`config.mk`:
```
export PLATFORM = sky130hd
export DESIGN_NAME = systolic_input_skewer
export DESIGN_NICKNAME = d
export VERILOG_FILES = /design/src/rtl/systolic_input_skewer.sv
export SDC_FILE = /design/constraint.sdc
export NUM_CORES = 1
export LEC_CHECK = 0
export CAP_MARGIN = 30
export CORE_MARGIN = 5
export CORE_UTILIZATION = 45
export CTS_CLUSTER_SIZE = 40
export DETAILED_ROUTE_END_ITERATION = 10
export GPL_TIMING_DRIVEN = 1
export PLACE_DENSITY_LB_ADDON = 0.3
export SYNTH_ARGS = -nofsm -noshare
export SYNTH_HDL_FRONTEND = slang
export SYNTH_SLANG_ARGS = --single-unit
```
`constraint.sdc`:
```
create_clock -name clk -period 4.2 [get_ports clk]
set_input_delay 0.63 -clock clk [delete_from_list [all_inputs] [get_ports clk]]
set_output_delay 0.63 -clock clk [all_outputs]
set_load 0.02 [all_outputs]
```
`src/rtl/systolic_input_skewer.sv`:
```
`default_nettype none
// ============================================================================
// Module : systolic_input_skewer
// Buffers N-lane vectors in a FIFO and emits them diagonally skewed to a PE row.
// Rev    : 1.0  initial release
// ============================================================================
module systolic_input_skewer #(
   parameter int N     = 4,
   parameter int DW    = 8,
   parameter int DEPTH = 4
) (
   input  logic            clk,
   input  logic            rst,
   input  logic            in_valid,
   output logic            in_ready,
   input  logic [N*DW-1:0] in_data,
   input  logic            in_last,
   output logic [N*DW-1:0] out_data,
   output logic [N-1:0]    out_valid,
   output logic            busy,
   output logic            done
);

   localparam int AW = (DEPTH > 1) ? $clog2(DEPTH) : 1;
   localparam int CW = $clog2(N + 1);
   localparam int EW = N*DW + 1;

   localparam logic [AW:0]   C_FULL       = (AW+1)'(DEPTH);
   localparam logic [AW:0]   C_CNT_ONE    = (AW+1)'(1);
   localparam logic [AW-1:0] C_PTR_ONE    = AW'(1);
   localparam logic [CW-1:0] C_DRAIN_INIT = CW'(N - 1);
   localparam logic [CW-1:0] C_DRAIN_ONE  = CW'(1);

   typedef enum logic [1:0] {
      S_IDLE   = 2'd0,
      S_STREAM = 2'd1,
      S_DRAIN  = 2'd2
   } state_t;

   logic [EW-1:0] r_mem [DEPTH];
   logic [AW-1:0] r_wr_ptr;
   logic [AW-1:0] r_rd_ptr;
   logic [AW:0]   r_count;
   state_t        r_state;
   state_t        w_state_nxt;
   logic [CW-1:0] r_drain_cnt;
   logic [CW-1:0] w_drain_nxt;
   logic          w_push;
   logic          w_pop;
   logic [EW-1:0] w_head;
   logic          w_head_last;
   logic [N-1:0]  r_last_pipe;

   // Ready depends on occupancy only, so a full FIFO never accepts even when popping.
   assign in_ready    = (r_count != C_FULL);
   assign w_push      = in_valid & in_ready;
   assign w_head      = r_mem[r_rd_ptr];
   assign w_head_last = w_head[EW-1];
   assign busy        = (r_state != S_IDLE) || (r_count != '0);

   always_ff @(posedge clk) begin
      if (w_push) begin
         r_mem[r_wr_ptr] <= {in_last, in_data};
      end
   end

   always_ff @(posedge clk or negedge rst) begin
      if (!rst) begin
         r_wr_ptr <= '0;
         r_rd_ptr <= '0;
         r_count  <= '0;
      end else begin
         if (w_push) r_wr_ptr <= r_wr_ptr + C_PTR_ONE;
         if (w_pop)  r_rd_ptr <= r_rd_ptr + C_PTR_ONE;
         if (w_push && !w_pop)      r_count <= r_count + C_CNT_ONE;
         else if (!w_push && w_pop) r_count <= r_count - C_CNT_ONE;
      end
   end

   always_ff @(posedge clk or negedge rst) begin
      if (!rst) begin
         r_state     <= S_IDLE;
         r_drain_cnt <= '0;
      end else begin
         r_state     <= w_state_nxt;
         r_drain_cnt <= w_drain_nxt;
      end
   end

   always_comb begin
      w_state_nxt = r_state;
      w_drain_nxt = r_drain_cnt;
      w_pop       = 1'b0;
      case (r_state)
         S_IDLE, S_STREAM: begin
            if (r_count != '0) begin
               w_pop = 1'b1;
               if (w_head_last) begin
                  // Hold off the next tile until the last vector clears lane N-1.
                  if (N > 1) begin
                     w_state_nxt = S_DRAIN;
                     w_drain_nxt = C_DRAIN_INIT;
                  end else begin
                     w_state_nxt = S_IDLE;
                  end
               end else begin
                  w_state_nxt = S_STREAM;
               end
            end
         end
         S_DRAIN: begin
            w_drain_nxt = r_drain_cnt - C_DRAIN_ONE;
            if (r_drain_cnt == C_DRAIN_ONE) w_state_nxt = S_IDLE;
         end
         default: begin
            w_state_nxt = S_IDLE;
         end
      endcase
   end

   // Lane i is a chain of i+1 stages; non-pop cycles inject a zero bubble.
   for (genvar gi = 0; gi < N; gi++) begin : g_lane
      logic [DW-1:0] r_d [0:gi];
      logic [gi:0]   r_v;

      always_ff @(posedge clk or negedge rst) begin
         if (!rst) begin
            for (int s = 0; s <= gi; s++) r_d[s] <= '0;
            r_v <= '0;
         end else begin
            r_d[0] <= w_pop ? w_head[gi*DW +: DW] : '0;
            r_v[0] <= w_pop;
            for (int s = 1; s <= gi; s++) begin
               r_d[s] <= r_d[s-1];
               r_v[s] <= r_v[s-1];
            end
         end
      end

      assign out_data[gi*DW +: DW] = r_d[gi];
      assign out_valid[gi]         = r_v[gi];
   end

   // The last tag rides alongside lane N-1 so done lines up with its final beat.
   always_ff @(posedge clk or negedge rst) begin
      if (!rst) begin
         r_last_pipe <= '0;
      end else begin
         r_last_pipe[0] <= w_pop & w_head_last;
         for (int s = 1; s < N; s++) r_last_pipe[s] <= r_last_pipe[s-1];
      end
   end

   assign done = r_last_pipe[N-1];

endmodule
`default_nettype wire

```
# After elaboration in Yosys (flattened, before gate mapping)
# Memories as Yosys holds them, arrays and structs flattened.
# Cells that the tools add are included.
# op_classes
muxes,17
bitwise_logic,2
add_sub_neg,5
n_eq_ne,7
n_reduce_logical,13
# ops
op,count
$mux W8,4
$mux W3,4
$mux W2,3
$ne A2 B2 Y1 const B,3
$pmux W3 S2,1
$reduce_bool A2 Y1,3
$sub A3 B1 Y3 const B,2
$add A2 B1 Y2 const B,2
$mux W1,4
$pmux W2 S2,1
$add A3 B1 Y3 const B,1
$eq A3 B1 Y1 const B,1
$ne A3 B3 Y1 const B,1
$reduce_and A3 Y1,1
$reduce_bool A3 Y1,1
$and A1 B1 Y1,2
$eq A2 B1 Y1 const B,1
$eq A2 B2 Y1 const B,1
$logic_and A1 B1 Y1,2
$logic_not A1 Y1,2
$logic_not A2 Y1,1
$reduce_and A2 Y1,1
$reduce_or A2 Y1,1
$logic_or A1 B1 Y1,1
# word_totals
elab_cells,65
inputBits,36
ram_bits,132
out_inout_bits,39
n_memories,1
register_bits,106
# mem_list
name,words,width,rd,rd_ports_with_merged_regs,wr,line,source
r_mem,4,33,1,0,1,40,logic [EW-1:0] r_mem [DEPTH];

# Depth between registers and ports, before layout
# Gate-level depths: netlist of run 1.
# depth
ltp_word,6
mapped_depth,9
depth_no_buf,8

# Least setup slack after synthesis of run 1
# No wires, ideal clock.
# synth_timing
path_kind,reg-to-reg
startpoint,reg r_count[1]
endpoint,reg r_count[2]
path_slack_ns,2.027
period_less_slack_ns,2.173
required_time_ns,4.121
setup_ns,0.079
n_path_buf,1
stages_incl_launch_ff,10
t_arrival_ns,2.094
path_cell_list,dfrtp_1 or3_1 clkbuf_1 nand2_1 ha_1 inv_1 fa_1 xor2_1 nor2_1 xor2_1
# synth_between
elab_chain_cells,6
elab_cells_between_ends,14
classes_between,2 x add/sub; 1 x eq/ne; 4 x mux; 1 x bitwise; 6 x reduce/logical
# synth_lines
item,line,source
from (decl),43,logic [AW:0] r_count;
from (signal assigned),75,if (w_push && !w_pop) r_count <= r_count + C_CNT_ONE;
from (signal assigned),76,else if (!w_push && w_pop) r_count <= r_count - C_CNT_ONE;
branches (longest 6 deep; another with $sub A3 B1 Y3),--,
# Several ways; the timed one is not identified. The select of a mux whose other input is x is not followed.
# A chain may end at the register's enable or synchronous reset.

# Final worst setup path of run 1
# layout_timing
startpoint,reg r_count[0]
endpoint,out busy
# layout_between
elab_chain_cells,2
# layout_lines
item,line,source
$reduce_bool A3 Y1,59,assign busy = (r_state != S_IDLE) || (r_count != '0);
$logic_or A1 B1 Y1,59,
to (decl),20,"output logic busy,"
# Every way passes these cells.

==> flow_summary_export.csv, run 1 <==
group,metric,value,unit
drt,vias_per_cell,4.94,
clocking,cts-resized-gates,0,
layout,insertedDiodeCount,0,
drt,dr.pass1.iters,4,
layout,drive_gt1_frac,0.165,
critical_path,critPathArrivalTime,2.69,ns
grt,grt_max_degree,81,
power_and_ir_drop,p_int,0.00510,W
logic_synthesis,yosysTopAreaCell,"edfxtp_1",
power_and_ir_drop,powerDensity,731,nW/um^2
logic_synthesis,seq_area_frac_synth,0.803,
drt,wl_per_cell,18.3,microns
floorplanning,die_area,20700,sq um
floorplanning,die_w,144,microns
sta,setup_tns,0,ns
clocking,path_clk_slew,0.06,ns
floorplanning,ioPinCount,75,
outcome,status,"completed",
logic_synthesis,ys_types,27,
sta,setup_viol,0,
critical_path,worstSetupPathType,"flip-flop to primary output",
floorplanning,core_area,17800,sq um
sta,timing.final.crit_share,0.791,
critical_path,cp-end-kind,"primary output",
critical_path,start_kind,"flip-flop",
drt,postRouteWirelength,12700,microns
sta,maxSlewViolCount,0,
power_and_ir_drop,peakVddDrop,0.000645,V
power_and_ir_drop,p_clk_frac,0.275,
grt,grt_overflow_total,0,
floorplanning,die_y,144,microns
layout,final_cell_area,9580,sq um
grt,grt_pass1_wl,20400,microns
power_and_ir_drop,p_sw_frac,0.271,
min_path,min_path_type,"flip-flop to flip-flop",
power_and_ir_drop,power_switching,0.00190,W
grt,grtUsageTotal,0.128,
clocking,clk_latency,0.48,ns
power_and_ir_drop,leakage,3.71,nW
clocking,htreeDepth,1,
place,gp_congestion,0.691,
clocking,cts.root.buffer_cell,"clkbuf_16",
floorplanning,std_cell_rows,49,
place,place_area,8830,sq um
logic_synthesis,ys_seq_elements,232,
clocking,cts_tree,"done",
logic_synthesis,synth_nets,431,
layout,syn_to_final_growth,19.0,%
logic_synthesis,synth_top_area_share,0.492,
drt,drc,0,
layout,final_nets,496,
layout,fillers,1388,
critical_path,critPathRequiredTime,3.57,ns
grt,grt_pass1_vias,3832,
logic_synthesis,yosys_warnings,0,
layout,fin_util,0.539,
sta,skew,0.00655,ns
grt,antenna_found_initial,0,
logic_synthesis,synthesis.area,8050,sq um
clocking,cts.sinks,232,
critical_path,crit_fanout,27,
place,dp_hpwl,7370,microns
sta,hold_viol,0,
floorplanning,initial_core_util,0.453,
sta,slew_headroom,0.378,
sta,fmax,0.301,GHz
job,maxCapViolCount,0,
power_and_ir_drop,total_power,0.00700,W
logic_synthesis,syn_avg_cell_area,20.8,sq um
clocking,cts_buffers,23,
logic_synthesis,synthTopCellsByArea,"edfxtp_1 (49%), dfrtp_1 (31%), mux4_2 (9.2%)",
drt,vias,3441,
sta,worstMarginPinSlew,0.934,ns
power_and_ir_drop,comb_power_share,0.238,
sta,fin_crit,3.32,ns
clocking,clockBufferDepth,3,
drt,drtAntennaViolNets,0,
sta,rsz0062_at_grt,"false",
drt,detail_route.iter0.violations,163,
sta,holdWs,0.345,ns
power_and_ir_drop,sequentialPowerShare,0.488,
place,portBuffers,74,
logic_synthesis,syn_inst,387,
[layer usage]
| metal | vias to the layer above | wire length (microns) | track usage |
|---|---|---|---|
| met1 | 1787 | 5510 | 0.175 |
| met5 | - | 0 | 0 |
| li1 | 1551 | - | - |
| met3 | 15 | 729 | 0.0246 |
| met2 | 88 | 6300 | 0.213 |
| met4 | 0 | 197 | 0.0352 |
[power by group through the flow]
stage	clock network (W)	logic (W)	registers (W)
2_1_floorplan	0	0.00129	0.00333
3_3_place_gp	0	0.00167	0.00344
3_5_place_dp	0	0.00169	0.00348
4_1_cts	0.00197	0.00170	0.00343
5_1_grt	0.00207	0.00180	0.00350
6_report	0.00192	0.00166	0.00341
[Yosys cell counts]
| master | count |
|---|---|
| edfxtp_1 | 132 |
| dfrtp_1 | 100 |
| mux4_2 | 33 |
| and3_1 | 32 |
| buf_4 | 25 |
| inv_1 | 9 |
| clkbuf_1 | 8 |
| ha_1 | 7 |
| nor2_1 | 5 |
| and2_1 | 4 |
| buf_6 | 4 |
| xnor2_1 | 4 |
| buf_2 | 3 |
| nand2_1 | 3 |
| xor2_1 | 3 |
| mux2_2 | 2 |
| nand3_1 | 2 |
| or3_1 | 2 |
| a211oi_1 | 1 |
| a21boi_2 | 1 |
| a21oi_1 | 1 |
| a22oi_1 | 1 |
| a311oi_1 | 1 |
| fa_1 | 1 |
| nand3b_1 | 1 |
| nor2b_1 | 1 |
| o21ai_0 | 1 |
[kinds of logic (layout without fill, tap and decap cells)]
logic type | count (synthesis) | after routing | synth area share
flip-flops | 232 | 232 | 0.803
AND/OR/NAND/NOR | 50 | 50 | 0.0362
buffers and inverters | 49 | 129 | 0.0387
multiplexers | 35 | 35 | 0.0951
adder cells (fa/ha/maj) | 8 | 8 | 0.0134
XOR/XNOR | 7 | 7 | 0.00762
AO/OA/AOI/OAI | 6 | 6 | 0.00560
[sequential cells by signal, summed over array words and instances (netlist names)]
register / count
g_lane.r_d: 56
r_count: 3
r_mem: 132
g_lane.r_v: 4
r_rd_ptr: 2
r_wr_ptr: 2
r_drain_cnt: 3
out_data: 24
r_state: 2
r_last_pipe: 4
[critical path, stage by stage, from the launching register on]
cell and delay [ns]:
dfrtp_1 0.43, or3_1 0.55, buf_4 0.30, or3_1 0.35
clkdlybuf4s50_1 0.55
[layout by cell type (no fill, tap or decap), drive strengths merged, types with 3 or more instances in the layout]
cell type,netlist,layout
edfxtp,132,132
dfrtp,100,100
clkdlybuf4s50,0,73
clkbuf,8,35
mux4,33,33
and3,32,32
inv,9,9
ha,7,7
buf,32,6
nor2,5,5
and2,4,4
xnor2,4,4
nand2,3,3
xor2,3,3
[final cells by class]
cell class	count	area, sq um	share of cell area
Sequential cell	232	6470	0.675
Multi-Input combinational cell	106	1280	0.133
Timing Repair Buffer	80	806	0.0841
Clock buffer	35	631	0.0658
Tap cell	229	287	0.0299
Clock inverter	5	77.6	0.00810
Inverter	9	33.8	0.00353
[stage by stage]
step / cells / setup slack, ns
5_1_grt: 696 / 0.753
3_5_place_dp: 654 / 1.37
4_1_cts: 694 / 0.849
3_3_place_gp: 654 / 1.40
6_report: 696 / 0.879
2_1_floorplan: 387 / 2.03
[worst paths after layout]
kind,startpoint,to,slack (ns),cells after the start
setup / recovery,r_count[0],busy,0.88,4
hold / removal,g_lane[3].r_d[14],out_data[30],0.35,0
setup reg to reg,r_count[0],r_count[2],1.76,8
hold reg to reg,g_lane[3].r_d[14],out_data[30],0.35,0
max in group asynchronous,rst,r_rd_ptr[0],2.79,4
min in group asynchronous,rst,g_lane[3].r_d[10],0.51,2
[timing repair]
action / CTS / global route
hold buffers: 0 / 1
buffers inserted: 0 / 0
hold endpoints to repair: 0 / 7
(Power assumes the default switching activity.)
==> run 2, diff against run 1 <==
- clock period: 4.2 -> 2.7 ns (I/O delays scaled with it)
==> flow_summary_export.csv, run 2 (synthesis gave the netlist of run 1 again) <==
group,metric,value,unit
outcome,status,"completed",
critical_path,timing.rr.end,"r_count[2]",
critical_path,rr_startpoint,"r_count[0]",
floorplanning,die_area,20700,sq um
grt,grt_pass1_wl,21000,microns
drt,detail_route.iter0.violations,199,
sta,timing.final.crit_share,0.939,
sta,setup_viol,0,
place,dp_hpwl,7630,microns
floorplanning,std_cell_rows,49,
power_and_ir_drop,leakage,3.76,nW
sta,maxSlewViolCount,0,
grt,grt_overflow_total,0,
layout,final_nets,502,
layout,largest_register_ffs,132,
sta,rsz0062_at_grt,"false",
sta,skew,0.00741,ns
min_path,min_from,"g_lane[2].r_d[18]",
layout,regMostFlops,"r_mem",
layout,drive_gt1_frac,0.181,
clocking,htreeDepth,1,
critical_path,rr_worst_depth,8,
place,portBuffers,74,
layout,layout_commonest_cell,"edfxtp_1",
min_path,whs_endpoint,"g_lane[2].r_d[10]",
job,maxCapViolCount,0,
grt,grtUsageTotal,0.133,
critical_path,crit_chain,"or3_1 > or3_1 > dlygate4sd2_1",
layout,syn_to_final_growth,20.3,%
critical_path,start_kind,"flip-flop",
grt,grtUsageMet1,0.177,
floorplanning,die_y,144,microns
clocking,cts_buffers,23,
min_path,min_path_cells,0,
clocking,post_cts_buffers,0,
critical_path,cp-end-kind,"primary output",
critical_path,worstSetupPathType,"flip-flop to primary output",
layout,final_cell_mix,"edfxtp_1 (132), dfrtp_1 (98), clkdlybuf4s50_1 (72)",
critical_path,crit_top_cell,"or3_1",
critical_path,slowest_delay,0.49,ns
critical_path,reg2reg_slack,0.43,ns
critical_path,critPathSlowestCell,"or3_1",
drt,postRouteWirelength,13100,microns
layout,fin_util,0.545,
layout,insertedDiodeCount,0,
clocking,clk_latency,0.50,ns
drt,drc,0,
grt,grt_util_met2,0.220,
grt,grt.busiest_layer,"met2",
drt,drtAntennaViolNets,0,
sta,fmax,0.395,GHz
sta,hold_viol,0,
critical_path,crit_fanout,4,
grt,globalRouteMet3Util,0.0300,
critical_path,critPathRequiredTime,2.30,ns
grt,grt_pass1_vias,3881,
clocking,cts_tree,"done",
floorplanning,core_area,17800,sq um
sta,setup_tns,0,ns
floorplanning,die_w,144,microns
power_and_ir_drop,powerDensity,1140,nW/um^2
grt,antenna_found_initial,1,
min_path,min_path_type,"flip-flop to flip-flop",
drt,vias_per_cell,4.94,
sta,slew_headroom,0.607,
clocking,clockBufferDepth,3,
floorplanning,ioPinCount,75,
power_and_ir_drop,peakVddDrop,0.000748,V
sta,worstMarginPinSlew,0.589,ns
clocking,cts.root.buffer_cell,"clkbuf_16",
clocking,path_clk_slew,0.06,ns
grt,grt_max_degree,58,
floorplanning,initial_core_util,0.453,
clocking,cts.sinks,232,
place,post-place-cells,661,
drt,vias,3480,
place,gp_congestion,0.674,
drt,dr.pass1.iters,4,
sta,fin_crit,2.53,ns
sta,holdWs,0.345,ns
drt,wl_per_cell,18.7,microns
critical_path,critPathArrivalTime,2.13,ns
power_and_ir_drop,total_power,0.0110,W
layout,final_cell_count_no_fill,704,
-- run 2: worst max-delay path: cells and delay by family, from the launching register on --
family	cells	cell delay, ns
flops	1	0.44
buf+inv	1	0.34
simple gates	2	0.86
-- run 2: report_power, final --
group	switching, W	internal [W]	total (W)
logic	0.00140	0.00143	0.00283
registers	0.000390	0.00481	0.00520
clock network	0.00123	0.00174	0.00297
-- run 2: metal layers --
metal	vias to the layer above	part of all wire	wire length (microns)
li1	1568	-	-
met1	1805	0.42	5510
met2	82	0.50	6640
met3	23	0.055	720
met4	2	0.020	267
met5	-	0.00084	11
-- run 2: timing repair --
action                                 in CTS  in global routing
setup endpoints to repair                   1                  0
gates resized for setup                     1                  0
hold buffers                                1                  0
endpoints found under the hold margin      43                  0
-- run 2: layout make-up --
type	instances	area [sq um]
Multi-Input combinational cell	106	1280
Clock inverter	5	26.3
Fill cell	1412	8100
Sequential cell	232	6470
Inverter	9	33.8
Clock buffer	37	688
Tap cell	229	287
Timing Repair Buffer	86	905
-- run 2: worst max-delay path by stage --
| stage | to | startpoint |
|---|---|---|
| final | busy | r_count[0] |
| after global routing | busy | r_count[0] |
| after CTS | busy | r_count[0] |
| after detailed placement | r_count[2] | in_valid |
| after global placement | r_count[2] | in_valid |
| after floorplan | r_count[2] | r_count[1] |
-- run 2: per-stage QoR --
step / worst slack, ns / instance area, sq um
final: 0.166 / 9680
after global routing: 0.106 / 9680
after CTS: 0.146 / 9680
after detailed placement: 0.337 / 8960
after global placement: 0.393 / 8960
after floorplan: 0.527 / 8050
==> run 3, diff against run 2 <==
- CELL_PAD_IN_SITES_DETAIL_PLACEMENT: unset -> 2
- CELL_PAD_IN_SITES_GLOBAL_PLACEMENT: unset -> 2
- CORE_UTILIZATION: 45 -> 39
- PLACE_DENSITY_LB_ADDON: 0.3 -> 0.1
==> flow_summary_export.csv, run 3 (synthesis gave the netlist of run 1 again) <==
group,metric,value,unit
grt,grt_pass1_vias,4437,
min_path,min_from,"g_lane[3].r_d[17]",
layout,drive_gt1_frac,0.205,
layout,syn_to_final_growth,23.3,%
layout,insertedDiodeCount,0,
sta,setup_viol,0,
layout,final_cell_count_no_fill,758,
floorplanning,ioPinCount,75,
critical_path,critPathArrivalTime,2.04,ns
critical_path,crit_family,"simple AND/OR/NAND/NOR gates",
critical_path,crit_fanout,8,
layout,fin_util,0.489,
clocking,clk_latency,0.52,ns
place,dp_hpwl,9880,microns
critical_path,crit_buf_inv,1,
sta,fmax,0.410,GHz
critical_path,rr_startpoint,"r_count[1]",
outcome,status,"completed",
clocking,post_cts_buffers,0,
sta,worstMarginPinSlew,0.560,ns
min_path,whs_endpoint,"g_lane[3].r_d[9]",
power_and_ir_drop,p_int,0.00852,W
drt,detail_route.iter0.violations,248,
layout,layout_commonest_cell,"edfxtp_1",
sta,skew,0.0177,ns
clocking,cts_tree,"done",
drt,wl_per_cell,21.5,microns
power_and_ir_drop,peakVddDrop,0.000425,V
sta,maxSlewViolCount,0,
layout,final_cell_area,9920,sq um
critical_path,slowest_delay,0.45,ns
layout,regMostFlops,"r_mem",
clocking,cts.root.buffer_cell,"clkbuf_16",
power_and_ir_drop,p_clk_frac,0.310,
layout,final_cell_mix,"edfxtp_1 (132), dfrtp_1 (98), clkdlybuf4s50_1 (72)",
layout,final_nets,512,
floorplanning,die_area,23600,sq um
layout,largest_register_ffs,132,
drt,vias,3617,
critical_path,worstSetupPathType,"flip-flop to primary output",
sta,setup_tns,0,ns
power_and_ir_drop,powerDensity,1190,nW/um^2
sta,timing.final.crit_share,0.904,
critical_path,crit_chain,"or3_4 > or3_1 > dlygate4sd2_1",
power_and_ir_drop,leakage,3.87,nW
drt,drc,0,
sta,slew_headroom,0.627,
critical_path,start_kind,"flip-flop",
sta,hold_viol,0,
drt,postRouteWirelength,16300,microns
critical_path,timing.rr.end,"r_count[2]",
place,gp_congestion,0.675,
critical_path,rr_worst_depth,8,
grt,grtUsageTotal,0.144,
clocking,cts_buffers,26,
floorplanning,core_area,20300,sq um
floorplanning,die_w,154,microns
place,portBuffers,74,
floorplanning,initial_core_util,0.397,
place,place_area,9020,sq um
job,maxCapViolCount,0,
power_and_ir_drop,p_sw_frac,0.277,
clocking,cts.sinks,232,
drt,drtAntennaViolNets,0,
power_and_ir_drop,comb_power_share,0.245,
grt,grt_overflow_total,0,
grt,grt_pass1_wl,26400,microns
power_and_ir_drop,sequentialPowerShare,0.445,
clocking,clockBufferDepth,3,
drt,vias_per_cell,4.77,
min_path,min_path_type,"flip-flop to flip-flop",
min_path,min_path_cells,0,
floorplanning,die_y,154,microns
sta,fin_crit,2.44,ns
critical_path,critPathRequiredTime,2.30,ns
drt,dr.pass1.iters,4,
clocking,path_clk_slew,0.06,ns
clocking,htreeDepth,1,
grt,antenna_found_initial,0,
sta,rsz0062_at_grt,"false",
grt,grt_max_degree,38,
critical_path,cp-end-kind,"primary output",
floorplanning,std_cell_rows,52,
critical_path,critPathSlowestCell,"or3_4",
place,post-place-cells,709,
critical_path,reg2reg_slack,0.50,ns
power_and_ir_drop,power_switching,0.00327,W
[run 3: cell types whose count changed in the layout (fill, tap and decap cells not counted), moves of 2 or more]
cell / previous run / this run
buf_12: 6 / 2
buf_4: 6 / 17
bufinv_16: 0 / 4
clkbuf_16: 23 / 27
clkbuf_8: 6 / 3
clkinv_2: 2 / 4
[run 3: stage by stage]
| stage | setup WS, ns | hold WS (ns) | power (W) |
|---|---|---|---|
| 4_1_cts | 0.0726 | 0.347 | 0.0120 |
| 3_3_place_gp | 0.423 | 0.331 | 0.00814 |
| 5_1_grt | 0.163 | 0.351 | 0.0124 |
| 2_1_floorplan | 0.527 | 0.109 | 0.00719 |
| 6_report | 0.260 | 0.344 | 0.0118 |
| 3_5_place_dp | 0.337 | 0.336 | 0.00830 |
[run 3: worst max-delay path by stage]
stage	startpoint	endpoint	slack, ns	depth (start not counted)
6_report	r_count[1]	busy	0.26	3
4_1_cts	r_count[1]	busy	0.07	3
3_5_place_dp	r_count[1]	r_count[2]	0.34	8
2_1_floorplan	r_count[1]	r_count[2]	0.53	9
3_3_place_gp	r_count[1]	r_count[2]	0.42	8
5_1_grt	r_count[1]	busy	0.16	3
[run 3: power groups by stage]
stage | clock [W] | combinational (W) | sequential [W]
finish | 0.00365 | 0.00289 | 0.00525
global route | 0.00393 | 0.00315 | 0.00536
CTS | 0.00375 | 0.00300 | 0.00529
detailed placement | 0 | 0.00298 | 0.00532
global placement | 0 | 0.00290 | 0.00523
floorplan | 0 | 0.00200 | 0.00519
[run 3: timing repair]
action | in CTS | in global routing
endpoints found under the setup margin | 1 | 1
hold endpoints to repair | 34 | 0
hold buffers | 1 | 0
resized for setup | 1 | 1
[run 3: area by class of cell]
cell class / instances / area, sq um
Clock buffer: 38 / 747
Clock inverter: 10 / 148
Fill cell: 1832 / 10400
Inverter: 9 / 33.8
Multi-Input combinational cell: 106 / 1280
Sequential cell: 232 / 6470
Tap cell: 270 / 338
Timing Repair Buffer: 93 / 907
[run 3: metal layers]
layer  GRT usage  vias up  wire (microns)
li1            -     1585               -
met1       0.182     1930            6750
met2       0.254       76            8580
met3      0.0267       26             590
met4      0.0395        0             340
met5           0        -               0
